==> src/rtl/decode_queue_pkg.sv <==
// Shared definitions for the decode stage: micro-op codes, RV32I(M) major
// opcodes and the packed payloads carried through the decoded-op queue.
package decode_queue_pkg;

  localparam int unsigned XLEN = 32;
  localparam int unsigned RW   = 5;
  localparam int unsigned OPW  = 6;

  // OP_NOP must stay at zero: cleared storage reads back as a NOP entry.
  typedef enum logic [OPW-1:0] {
    OP_NOP = 6'd0,
    OP_LUI, OP_AUIPC, OP_JAL, OP_JALR,
    OP_BEQ, OP_BNE, OP_BLT, OP_BGE, OP_BLTU, OP_BGEU,
    OP_LB, OP_LH, OP_LW, OP_LBU, OP_LHU,
    OP_SB, OP_SH, OP_SW,
    OP_ADDI, OP_SLTI, OP_SLTIU, OP_XORI, OP_ORI, OP_ANDI,
    OP_SLLI, OP_SRLI, OP_SRAI,
    OP_ADD, OP_SUB, OP_SLL, OP_SLT, OP_SLTU, OP_XOR, OP_SRL, OP_SRA,
    OP_OR, OP_AND,
    OP_MUL, OP_MULH, OP_MULHSU, OP_MULHU, OP_DIV, OP_DIVU, OP_REM, OP_REMU
  } oper_t;

  localparam logic [6:0] I_TYPE = 7'b0010011;
  localparam logic [6:0] L_TYPE = 7'b0000011;
  localparam logic [6:0] R_TYPE = 7'b0110011;
  localparam logic [6:0] S_TYPE = 7'b0100011;
  localparam logic [6:0] B_TYPE = 7'b1100011;
  localparam logic [6:0] LUI    = 7'b0110111;
  localparam logic [6:0] AUIPC  = 7'b0010111;
  localparam logic [6:0] JAL    = 7'b1101111;
  localparam logic [6:0] JALR   = 7'b1100111;

  typedef struct packed {
    oper_t           op;
    logic [XLEN-1:0] imm;
    logic            en_rx;
    logic            en_ry;
    logic            en_w;
    logic [RW-1:0]   rs1;
    logic [RW-1:0]   rs2;
    logic [RW-1:0]   rd;
    logic            illegal;
  } uop_t;

  typedef struct packed {
    logic [XLEN-1:0] pc;
    uop_t            uop;
  } entry_t;

endpackage

==> src/rtl/inst_decode.sv <==
// Combinational RV32I(M) decoder.
// Ports: inst (instruction word) -> uop (op, immediate, enables,
// register addresses, illegal flag). EN_RVM enables M-extension decode.
module inst_decode
  import decode_queue_pkg::*;
#(
  parameter bit EN_RVM = 1'b0
) (
  input  logic [31:0] inst,
  output uop_t        uop
);

  logic [6:0]  opc;
  logic [2:0]  f3;
  logic [6:0]  f7;
  logic [31:0] imm_i, imm_s, imm_b, imm_u, imm_j;

  assign opc = inst[6:0];
  assign f3  = inst[14:12];
  assign f7  = inst[31:25];

  assign imm_i = {{20{inst[31]}}, inst[31:20]};
  assign imm_s = {{20{inst[31]}}, inst[31:25], inst[11:7]};
  assign imm_b = {{19{inst[31]}}, inst[31], inst[7], inst[30:25], inst[11:8], 1'b0};
  assign imm_u = {inst[31:12], 12'b0};
  assign imm_j = {{11{inst[31]}}, inst[31], inst[19:12], inst[20], inst[30:21], 1'b0};

  oper_t       op;
  logic [31:0] imm;
  logic        rx, ry, w, bad;

  // Opcode/funct decode; anything unrecognised collapses to an illegal NOP.
  always_comb begin
    op  = OP_NOP;
    imm = '0;
    rx  = 1'b0;
    ry  = 1'b0;
    w   = 1'b0;
    bad = 1'b0;
    case (opc)
      I_TYPE: begin
        rx = 1'b1; w = 1'b1; imm = imm_i;
        case (f3)
          3'b000: op = OP_ADDI;
          3'b010: op = OP_SLTI;
          3'b011: op = OP_SLTIU;
          3'b100: op = OP_XORI;
          3'b110: op = OP_ORI;
          3'b111: op = OP_ANDI;
          3'b001: if (f7 == 7'b0000000) op = OP_SLLI; else bad = 1'b1;
          3'b101: begin
            if (f7 == 7'b0000000)      op = OP_SRLI;
            else if (f7 == 7'b0100000) op = OP_SRAI;
            else                       bad = 1'b1;
          end
        endcase
      end
      L_TYPE: begin
        rx = 1'b1; w = 1'b1; imm = imm_i;
        case (f3)
          3'b000:  op = OP_LB;
          3'b001:  op = OP_LH;
          3'b010:  op = OP_LW;
          3'b100:  op = OP_LBU;
          3'b101:  op = OP_LHU;
          default: bad = 1'b1;
        endcase
      end
      R_TYPE: begin
        rx = 1'b1; ry = 1'b1; w = 1'b1;
        if (f7 == 7'b0000000) begin
          case (f3)
            3'b000: op = OP_ADD;
            3'b001: op = OP_SLL;
            3'b010: op = OP_SLT;
            3'b011: op = OP_SLTU;
            3'b100: op = OP_XOR;
            3'b101: op = OP_SRL;
            3'b110: op = OP_OR;
            3'b111: op = OP_AND;
          endcase
        end else if (f7 == 7'b0100000) begin
          case (f3)
            3'b000:  op = OP_SUB;
            3'b101:  op = OP_SRA;
            default: bad = 1'b1;
          endcase
        end else if (EN_RVM && (f7 == 7'b0000001)) begin
          case (f3)
            3'b000: op = OP_MUL;
            3'b001: op = OP_MULH;
            3'b010: op = OP_MULHSU;
            3'b011: op = OP_MULHU;
            3'b100: op = OP_DIV;
            3'b101: op = OP_DIVU;
            3'b110: op = OP_REM;
            3'b111: op = OP_REMU;
          endcase
        end else begin
          bad = 1'b1;
        end
      end
      S_TYPE: begin
        rx = 1'b1; ry = 1'b1; imm = imm_s;
        case (f3)
          3'b000:  op = OP_SB;
          3'b001:  op = OP_SH;
          3'b010:  op = OP_SW;
          default: bad = 1'b1;
        endcase
      end
      B_TYPE: begin
        rx = 1'b1; ry = 1'b1; imm = imm_b;
        case (f3)
          3'b000:  op = OP_BEQ;
          3'b001:  op = OP_BNE;
          3'b100:  op = OP_BLT;
          3'b101:  op = OP_BGE;
          3'b110:  op = OP_BLTU;
          3'b111:  op = OP_BGEU;
          default: bad = 1'b1;
        endcase
      end
      LUI:   begin op = OP_LUI;   w = 1'b1; imm = imm_u; end
      AUIPC: begin op = OP_AUIPC; w = 1'b1; imm = imm_u; end
      JAL:   begin op = OP_JAL;   w = 1'b1; imm = imm_j; end
      JALR: begin
        rx = 1'b1; w = 1'b1; imm = imm_i;
        if (f3 == 3'b000) op = OP_JALR; else bad = 1'b1;
      end
      default: bad = 1'b1;
    endcase

    if (bad) begin
      op  = OP_NOP;
      imm = '0;
      rx  = 1'b0;
      ry  = 1'b0;
      w   = 1'b0;
    end
    // Writes to x0 are architecturally discarded.
    if (inst[11:7] == 5'd0) w = 1'b0;
  end

  // Unused register fields are zeroed so the queue payload is deterministic.
  assign uop.op      = op;
  assign uop.imm     = imm;
  assign uop.en_rx   = rx;
  assign uop.en_ry   = ry;
  assign uop.en_w    = w;
  assign uop.rs1     = rx ? inst[19:15] : 5'd0;
  assign uop.rs2     = ry ? inst[24:20] : 5'd0;
  assign uop.rd      = w  ? inst[11:7]  : 5'd0;
  assign uop.illegal = bad;

endmodule

==> src/rtl/decode_queue.sv <==
// Instruction-decode stage with a DEPTH-entry decoded-op FIFO.
// Ports: clk, rst_n, rdy (global enable), flush; fetch side in_valid/
// in_ready/in_pc/in_inst; issue side out_valid/out_ready and the head
// entry fields out_pc, out_op, out_imm, out_en_rx/ry/w, out_rs1/rs2/rd,
// out_illegal.
module decode_queue
  import decode_queue_pkg::*;
#(
  parameter int unsigned DEPTH  = 2,
  parameter bit          EN_RVM = 1'b0
) (
  input  logic        clk,
  input  logic        rst_n,
  input  logic        rdy,
  input  logic        flush,
  input  logic        in_valid,
  output logic        in_ready,
  input  logic [31:0] in_pc,
  input  logic [31:0] in_inst,
  output logic        out_valid,
  input  logic        out_ready,
  output logic [31:0] out_pc,
  output oper_t       out_op,
  output logic [31:0] out_imm,
  output logic        out_en_rx,
  output logic        out_en_ry,
  output logic        out_en_w,
  output logic [4:0]  out_rs1,
  output logic [4:0]  out_rs2,
  output logic [4:0]  out_rd,
  output logic        out_illegal
);

  localparam int unsigned PW = $clog2(DEPTH);
  localparam int unsigned CW = PW + 1;

  logic [PW-1:0] head, tail;
  logic [CW-1:0] count;
  entry_t        mem [DEPTH];
  uop_t          dec;
  entry_t        head_e;
  logic          push, pop;

  inst_decode #(.EN_RVM(EN_RVM)) u_dec (
    .inst (in_inst),
    .uop  (dec)
  );

  // No pop-through: a full queue refuses input even while popping.
  assign in_ready  = (count < CW'(DEPTH));
  assign out_valid = (count != '0);
  assign push      = in_valid & in_ready & rdy & ~flush;
  assign pop       = out_valid & out_ready & rdy & ~flush;

  // Entry storage; cleared on reset so an empty queue presents a NOP.
  always_ff @(posedge clk or negedge rst_n) begin
    if (!rst_n) begin
      for (int unsigned i = 0; i < DEPTH; i++) mem[PW'(i)] <= '0;
    end else if (push) begin
      mem[tail] <= '{pc: in_pc, uop: dec};
    end
  end

  // Pointers and occupancy; flush rewinds both pointers.
  always_ff @(posedge clk or negedge rst_n) begin
    if (!rst_n) begin
      head  <= '0;
      tail  <= '0;
      count <= '0;
    end else if (rdy) begin
      if (flush) begin
        head  <= '0;
        tail  <= '0;
        count <= '0;
      end else begin
        if (push) tail <= tail + PW'(1);
        if (pop)  head <= head + PW'(1);
        if (push && !pop)      count <= count + CW'(1);
        else if (pop && !push) count <= count - CW'(1);
      end
    end
  end

  assign head_e      = mem[head];
  assign out_pc      = head_e.pc;
  assign out_op      = head_e.uop.op;
  assign out_imm     = head_e.uop.imm;
  assign out_en_rx   = head_e.uop.en_rx;
  assign out_en_ry   = head_e.uop.en_ry;
  assign out_en_w    = head_e.uop.en_w;
  assign out_rs1     = head_e.uop.rs1;
  assign out_rs2     = head_e.uop.rs2;
  assign out_rd      = head_e.uop.rd;
  assign out_illegal = head_e.uop.illegal;

endmodule

==> config.mk <==
export PLATFORM = sky130hd
export DESIGN_NAME = decode_queue
export DESIGN_NICKNAME = d
export VERILOG_FILES = /design/src/rtl/decode_queue_pkg.sv /design/src/rtl/inst_decode.sv /design/src/rtl/decode_queue.sv
export SDC_FILE = /design/constraint.sdc
export NUM_CORES = 1
export LEC_CHECK = 0
export CAP_MARGIN = 0
export CORE_UTILIZATION = 50
export CTS_BUF_LIST = sky130_fd_sc_hd__clkbuf_8
export DETAILED_ROUTE_END_ITERATION = 10
export PLACE_DENSITY = 0.84
export RECOVER_POWER = 50
export SLEW_MARGIN = 30
export SYNTH_ARGS = -nofsm -noshare
export SYNTH_HDL_FRONTEND = slang
export SYNTH_SLANG_ARGS = --single-unit
==> constraint.sdc <==
create_clock -name clk -period 6.7 [get_ports clk]
set_input_delay 1.34 -clock clk [delete_from_list [all_inputs] [get_ports clk]]
set_output_delay 1.34 -clock clk [all_outputs]
set_load 0.1 [all_outputs]
==> run metrics, run 1 <==
status=finished, violations left; failing checks=max-capacitance violations, max-slew violations; drt initial violations=~660; Hold Crit Class=reg2reg; CTS Hold Bufs=0; crit-path max FO=30; Overall Global Routing Usage=between 20% and 30%; Syn. warnings=0; fin nets=1089; setup violators final=0; fin crit share=73.5%; Yosys cell types=60; antenna violations before repair=0; CP Capture Type=register; Worst-path clk slew=0.09 ns; FF+latch count, synth=182; Clk Latency, worst-skew pair=about 0.47 ns; Root Buffer=clkbuf_8; Detailed Place HPWL=about 15000 microns; largest net degree at the start of global routing=104; measured slew at the worst slew-check pin=about 2.0 ns; RSZ-0062 raised after global routing=no; Fin Clk Skew=about 0.012 ns; Setup TNS=0 ns; pwr/cell area=about 390 nW/um^2; synthesized area=8980 sq um; largest family of logic cells by synthesized area=simple AND/OR/NAND/NOR gates; CTS Buf Count=17; Placer Congestion=0.899; Buf+Inv Stages, Crit Path=2; # resized after CTS=0; Max Cap Viol=3; syn_nets=a little under 1000; Crit Path Class=in2reg; DRC=0; Synth Area in Simple Gates=between 10% and 20%; Area growth syn-to-layout=23.4%; Final Core Density=a little under two thirds; first-pass GRT wire length=~38000 microns; Port Buf Inserts=160; critical-path cell list=dlygate4sd3_1 -> nor2b_1 -> nand2_1 -> nor3_1 -> clkbuf_1 -> nand2_1 -> nand2_1; fmax=between 200 and 250 MHz; number of core rows=48; Post-synth EDFFs=0; TritonCTS Sinks=about 180; xor and xnor fraction of the mapped netlist area=0.0975%; Finished Cell Area=around 11000 sq um; Synth Area in Adders=less than 1%; number of H-tree branching levels=4; die area=between 15000 and 20000 sq um; Vias per Instance=5.85; grt ovf=0; ANT cells=0; DIE HEIGHT=136 microns; Slew headroom=-33.6%; final hold violation count=0; Detailed Route WL=~24000 microns; Slowest cell on crit path=nor3_1; crit start category=input pin; total power=approximately 4.3 mW; Slew Viols, Final=34; LEAKAGE=approximately 5.1 nW; CTS tree=yes; drt wl/cell=between 15 and 20 microns; Die Width=136 microns; CP arrival=around 5.3 ns; via count=~7300; deepest clock path buffer count=2; Detail Route Antenna Nets=0; fraction of the mapped netlist area in compound gates=~16%; Ports=between 150 and 200; fin crit period=between 4 and 5 ns; ratio of cells with drive above 1 in the final layout=roughly 17%; syn avg cell area=between 10 and 15 sq um; mux contribution to synthesized area=between 10% and 20%; layout filler cell count=about 1500; Post-synth ARST share=100%; number of global-route vias before repair=7221; Main synth FF type=dfrtp_1; Seq/Total Area, Yosys=slightly above 50%; Top Family by Delay on Critical Path=simple AND/OR/NAND/NOR gates; CP max stage delay=about 1.5 ns; IR drop worst, VDD=399 uV; Initial Util=between 50% and 60%; drt first pass iters=5; CORE AREA=about 17000 sq um; post-CTS setup buffer count=0; Area after DPL=10600 sq um; Min Hold Slack=~0.48 ns; synthesized instance count=between 800 and 900; Worst EP required=7.10 ns; most used cell, CP=nand2_1
==> cell usage after synthesis (all sizes together), types with 7 or more instances <==
master | instances | share of area, %
nand2b | 7 | 0.49
mux2 | 90 | 11
a21o | 12 | 1.0
inv | 11 | 0.46
nor3 | 13 | 0.84
nor2 | 56 | 3.2
dfrtp | 182 | 51
a22o | 85 | 8.6
clkbuf | 47 | 2.0
a21oi | 39 | 2.2
nand2 | 232 | 9.7
o21ai | 19 | 1.1
buf | 11 | 1.3
==> area by class of cell <==
class                   count  area [sq um]  area share [%]
flip-flops and latches    182          4560            41.2
multi-input cells         634          4090            36.9
repair buffers            168          1660            15.0
well taps                 225           282            2.54
clock buffers              20           275            2.49
clock inverters            12           165            1.49
inverters                  11          41.3           0.373
==> tightest hold or removal path, stage by stage (launching register included) <==
cell and delay (ns):
dfrtp_1 0.35, nand2_1 0.05, nand2_1 0.05
==> power breakdown <==
part	internal, mW	total, mW	leakage (nW)	switching [mW]
combinational	0.548	2.02	2.49	1.47
clock	0.406	0.820	0.224	0.414
sequential	1.33	1.47	2.40	0.147
total	2.28	4.31	5.11	2.03
==> cells in the final DEF, fill, tap and decap left out, drive strengths merged, types with 5 or more instances in the layout <==
master	instances
a21o	12
a21oi	39
a22o	85
buf	8
clkbuf	23
clkdlybuf4s50	154
dfrtp	182
ha	5
inv	15
mux2	90
nand2	232
nand2b	7
nor2	56
nor2b	5
nor3	13
o21ai	19
o22ai	5
or3	5
==> worst paths after layout <==
path | end | cells past startpoint | slack [ns] | startpoint
min | mem[57]$_DFFE_PN0P_ | 2 | 0.48 | mem[57]$_DFFE_PN0P_
min in group asynchronous | mem[32]$_DFFE_PN0P_ | 1 | 0.90 | rst_n
max | mem[59]$_DFFE_PN0P_ | 7 | 1.78 | in_valid
min reg2reg | mem[57]$_DFFE_PN0P_ | 2 | 0.48 | mem[57]$_DFFE_PN0P_
max reg2reg | mem[59]$_DFFE_PN0P_ | 6 | 2.83 | count[1]$_DFFE_PN0P_
max in group asynchronous | mem[17]$_DFFE_PN0P_ | 2 | 4.53 | rst_n
==> per-stage QoR <==
stage,setup slack [ns],std cells
after floorplan,3.28,886
after global placement,2.03,1219
after detailed placement,1.93,1219
after CTS,1.88,1251
after global routing,1.38,1252
final,1.78,1252
==> metal layers <==
metal | vias up | GRT usage, % | wire (microns)
met5 | - | 0 | 0
met4 | 0 | 11.2 | 660
met3 | 45 | 3.84 | 1310
met2 | 255 | 41.0 | 11100
met1 | 3670 | 37.1 | 10600
li1 | 3354 | - | -
==> flip-flops by register name (all words and copies together), names as in the netlist <==
signal and flops:
count 2, head 1, mem 178, tail 1
==> cell families (layout without fill, tap and decap cells) <==
family,count (synthesis),after routing
fa+ha+maj,5,5
mux,91,91
flops,182,182
simple gates,347,347
xor+xnor,1,1
buf+inv,70,211
compound gates,190,190
(Power assumes the default switching activity.)
==> run 2, diff against run 1 <==
--- a/config.mk
+++ b/config.mk
@@ -6,10 +6,10 @@
 export NUM_CORES = 1
 export LEC_CHECK = 0
 export CAP_MARGIN = 0
-export CORE_UTILIZATION = 50
+export CORE_UTILIZATION = 49
 export CTS_BUF_LIST = sky130_fd_sc_hd__clkbuf_8
 export DETAILED_ROUTE_END_ITERATION = 10
-export PLACE_DENSITY = 0.84
+export PLACE_DENSITY = 0.85
 export RECOVER_POWER = 50
 export SLEW_MARGIN = 30
 export SYNTH_ARGS = -nofsm -noshare
==> constraint.sdc (replaced) <==
create_clock -name clk -period 4.47 [get_ports clk]
set_input_delay 0.894 -clock clk [delete_from_list [all_inputs] [get_ports clk]]
set_output_delay 0.894 -clock clk [all_outputs]
set_load 0.1 [all_outputs]
==> run 2 against run 1 <==
The run still ends with max-capacitance violations, max-slew violations left. Combinational power is 48% higher. First-iteration DRC count decreased by 17%. Clock skew down 0.00097 ns. Cell count up 1.9%. Die area grew 2.0%. Global-route usage fell by 0.76 points. Routed wire length about the same. Hold slack better by 0.0022 ns. Worst setup slack worse by 0.82 ns. Critical endpoint is now mem[127]$_DFFE_PN0P_.
==> run metrics, run 2 (synthesis results as in run 1) <==
Overall Global Routing Usage=around 26%; CTS Hold Bufs=0; CP arrival=roughly 3.9 ns; Initial Util=approximately 50%; RSZ-0062 raised after global routing=no; deepest clock path buffer count=2; DRC=0; most frequent cells in the layout=nand2_1 (232), dfrtp_1 (181), buf_4 (108); Area growth syn-to-layout=22.3%; Ports=between 150 and 200; Root Buffer=clkbuf_8; Placer Congestion=roughly 0.93; max FFs per register=178; Inst Count DP=between 1000 and 1500; Critical R2R Launch=count[1]$_DFFE_PN0P_; Die Width=roughly 140 microns; drt first pass iters=5; Detailed Place HPWL=16100 microns; commonest non-fill, non-tap cell in the layout=nand2_1; number of global-route vias before repair=approximately 7000; final hold violation count=0; Slew Viols, Final=105; Setup TNS=0 ns; measured slew at the worst slew-check pin=around 2.6 ns; Crit Path Class=in2reg; Fin Clk Skew=0.0114 ns; Slew headroom=-75.3%; drt wl/cell=18.5 microns; Detail Route Antenna Nets=0; pwr/cell area=about 570 nW/um^2; Slowest cell on crit path=or4_1; first-pass GRT wire length=approximately 37000 microns; fin nets=1109; IR drop worst, VDD=around 760 uV; post-CTS setup buffer count=0; TritonCTS Sinks=around 180; Largest regs=mem: 178 flops, count: 2 flops; Clk Latency, worst-skew pair=~0.46 ns; CP max stage delay=around 0.78 ns; setup violators final=0; largest net degree at the start of global routing=between 100 and 150; Vias per Instance=a little under 6; drt initial violations=550; Port Buf Inserts=160; Hold Crit Class=reg2reg; HP Start=mem[60]$_DFFE_PN0P_; CTS Buf Count=17; failing checks=max-capacitance violations, max-slew violations; fmax=around 280 MHz; antenna violations before repair=0; number of H-tree branching levels=4; Worst EP required=~4.9 ns; CTS tree=yes; ANT cells=0; fin crit period=3.51 ns; LEAKAGE=5.31 nW; status=finished, violations left; grt ovf=0; Cell Count, Final, Fillers Out=roughly 1300; CP Capture Type=register; # resized after CTS=0; Worst-path clk slew=about 0.10 ns; number of core rows=between 40 and 50; ratio of cells with drive above 1 in the final layout=26.7%; Detailed Route WL=roughly 24000 microns; via count=~7400; die area=between 15000 and 20000 sq um; Setup crit start=in_inst[12]; crit start category=input pin; DIE HEIGHT=between 100 and 150 microns; critical-path cell list=clkdlybuf4s50_1 -> inv_1 -> ha_1 -> or2b_2 -> a311oi_1 -> o22ai_2 -> or4_1 -> nor2_4 -> a22o_2; register bank with the most flops=mem; Max Cap Viol=1; fin crit share=between 70% and 80%; CORE AREA=18000 sq um; crit-path max FO=11
run 2: per-layer routing:
layer,vias up,GRT usage (%),routed length (microns),part of all wire [%]
met4,0,10.1,669,2.8
li1,3405,-,-,-
met2,273,39.6,11300,48
met5,-,0,0,0
met3,49,4.19,1190,5.0
met1,3639,36.2,10400,44
run 2: metrics by stage:
stage | instance area [sq um] | setup slack [ns] | util, % | power, mW | hold WS [ns]
after floorplan | 8980 | 1.50 | - | 4.61 | 0.440
after global placement | 10600 | 0.573 | 59.1 | 5.16 | 0.452
after detailed placement | 10600 | 0.494 | 59.1 | 5.22 | 0.457
after CTS | 11000 | 0.955 | 61.2 | 6.30 | 0.481
after global routing | 11000 | 0.534 | 61.1 | 6.54 | 0.501
final | 11000 | 0.956 | 61.1 | 6.27 | 0.477
run 2: final timing paths:
kind	to	slack, ns	depth (start not counted)
max	mem[127]$_DFFE_PN0P_	0.96	9
min	mem[60]$_DFFE_PN0P_	0.48	2
max reg2reg	mem[127]$_DFFE_PN0P_	1.82	6
min reg2reg	mem[60]$_DFFE_PN0P_	0.48	2
max in group asynchronous	mem[71]$_DFFE_PN0P_	1.09	2
min in group asynchronous	mem[154]$_DFFE_PN0P_	1.22	1
run 2: worst max-delay path, delay by kind of cell:
kind,cells,cell delay [ns]
AND/OR/NAND/NOR,3,1.50
AO/OA/AOI/OAI,3,0.70
buffers and inverters,2,0.52
adder cells (fa/ha/maj),1,0.29
run 2: layout make-up:
type	instances	area, sq um
inverter	11	41.3
sequential	182	4560
tap	229	287
timing repair buffer	188	1620
multi-input combinational	634	4100
clock inverter	15	141
fill	1479	6990
clock buffer	17	234
run 2: where the power goes:
group          total (mW)  internal (mW)  switching, mW
combinational        2.98          0.765           2.22
sequential           2.21           1.99          0.218
clock                1.08          0.451          0.627
==> run 3, diff against run 2 <==
==> constraint.sdc (replaced) <==
create_clock -name clk -period 3 [get_ports clk]
set_input_delay 0.6 -clock clk [delete_from_list [all_inputs] [get_ports clk]]
set_output_delay 0.6 -clock clk [all_outputs]
set_load 0.1 [all_outputs]
==> run 3 against run 2 <==
The flow still finishes with violations (max-capacitance violations, max-slew violations). Routed wire length up 5.8%. Worst setup slack worse by 0.88 ns. Global-route usage up 1.0 points. Largest power group unchanged. Highest routed layer unchanged.
==> run metrics, run 3 (synthesis results as in run 1) <==
Slew headroom=-6.90%; failing checks=max-capacitance violations, max-slew violations; Max Cap Viol=1; Critical R2R Launch=count[1]$_DFFE_PN0P_; number of global-route vias before repair=7439; pwr/cell area=approximately 830 nW/um^2; DIE HEIGHT=approximately 140 microns; dpl ws=-0.457 ns; Port Buf Inserts=between 150 and 200; Slew Viols, Final=68; ratio of cells with drive above 1 in the final layout=31.7%; final hold violation count=0; Register-to-Register Path Depth=7; largest net degree at the start of global routing=79; fmax=between 300 and 400 MHz; Detailed Place HPWL=approximately 17000 microns; CP max stage delay=0.67 ns; DRC=0; Largest regs=mem: 178 flops, count: 2 flops; fin nets=1178; setup violators final=0; Detailed Route WL=~25000 microns; drt wl/cell=~19 microns; register bank with the most flops=mem; Worst EP required=between 3 and 4 ns; ANT cells=0; antenna violations before repair=0; deepest clock path buffer count=2; CP Capture Type=register; metal3 WL=approximately 1200 microns; Detail Route Antenna Nets=0; CTS Buf Count=17; fin crit period=2.93 ns; final setup margin=between 0.07 and 0.08 ns; Worst-path clk slew=approximately 0.10 ns; Root Buffer=clkbuf_8; CTS tree=yes; Buf+Inv Stages, Crit Path=3; crit path to=mem[33]$_DFFE_PN0P_; Fin Clk Skew=0.0113 ns; CP arrival=around 3.3 ns; layout filler cell count=around 1400; flop2flop setup slack=around 0.52 ns; area of the multi-input gates=approximately 4100 sq um; Hold Crit Class=reg2reg; commonest non-fill, non-tap cell in the layout=nand2_1; Area growth syn-to-layout=29.1%; Overall Global Routing Usage=around 27%; Final Core Density=64.5%; die area=between 15000 and 20000 sq um; Die Width=137 microns; Ports=approximately 160; drt initial violations=566; fin crit share=a little over nine tenths; Initial Util=between 40% and 50%; Slowest cell on crit path=or4_1; Met1 Routed Length=roughly 11000 microns; first-pass GRT wire length=38700 microns; most used cell, CP=or4_1; top sig layer=met4; Placer Congestion=between 0.9 and 1; number of H-tree branching levels=4; crit start category=input pin; measured slew at the worst slew-check pin=between 1.5 and 2 ns; Top Family by Delay on Critical Path=simple AND/OR/NAND/NOR gates; via count=7620; drt first pass iters=4; max FFs per register=around 180; CORE AREA=between 15000 and 20000 sq um; IR drop worst, VDD=between 1000 and 1500 uV; critical-path cell list=clkdlybuf4s50_1 -> or4_1 -> nor3b_1 -> o22ai_2 -> or4_1 -> buf_4 -> nor2_4 -> buf_12 -> a22o_2; grt ovf=0; number of core rows=around 50; Setup crit start=in_inst[26]; Reg2Reg Capture Point=mem[134]$_DFFE_PN0P_; Crit Path Class=in2reg; LEAKAGE=5.69 nW; TritonCTS Sinks=about 180; RSZ-0062 raised after global routing=no; Worst path depth=9; most frequent cells in the layout=nand2_1 (232), dfrtp_1 (181), buf_4 (173); status=finished, violations left; register area=~4600 sq um; Vias per Instance=roughly 5.7; WL met2=12000 microns; crit-path max FO=11; Clk Latency, worst-skew pair=0.46 ns
## run 3: tightest hold or removal path: cells and delay by family, from the launching register on
family | cells | cell delay [ns]
flip-flops | 1 | 0.35
AND/OR/NAND/NOR | 2 | 0.10
## run 3: how the worst min path moves through the flow
stage	startpoint	to	depth (start not counted)
floorplan	rst_n	count[0]$_DFFE_PN0P_	0
global placement	mem[72]$_DFFE_PN0P_	mem[72]$_DFFE_PN0P_	2
detailed placement	mem[160]$_DFFE_PN0P_	mem[160]$_DFFE_PN0P_	2
CTS	rst_n	mem[151]$_DFFE_PN0P_	1
global route	mem[85]$_DFFE_PN0P_	mem[85]$_DFFE_PN0P_	2
finish	mem[151]$_DFFE_PN0P_	mem[151]$_DFFE_PN0P_	2
## run 3: power breakdown
part	switching, mW	total, mW	internal, mW
registers	0.317	3.28	2.97
logic	3.33	4.52	1.19
clock network	0.931	1.85	0.919
## run 3: cell type report
cell class	instances	area share (%)
tap	229	2.47
multi-input combinational	634	35.6
inverter	11	0.356
timing repair buffer	257	18.5
sequential	182	39.3
clock buffer	17	2.02
clock inverter	15	1.75
## run 3: layer usage
layer  up-vias  track usage [%]
li1       3543                -
met1      3787             37.1
met2       247             43.1
met3        43             3.72
met4         0             9.04
met5         -                0
## run 3: through the flow
step / total power [mW] / hold WS (ns) / TNS, ns / cell area [sq um] / cells
after global placement: 7.75 / 0.451 / -29.89 / 11200 / 1312
after CTS: 9.70 / 0.121 / 0 / 11600 / 1344
after global routing: 10.1 / 0.501 / 0 / 11600 / 1345
after floorplan: 6.87 / 0.304 / 0 / 8980 / 886
after detailed placement: 7.87 / 0.460 / -37.17 / 11200 / 1312
final: 9.65 / 0.480 / 0 / 11600 / 1345
## run 3: what timing repair did
item,in CTS,in global routing
setup endpoints to repair,0,47
hold buffers,0,0
setup buffers,0,1
endpoints found under the hold margin,0,0
gates resized for setup,0,6
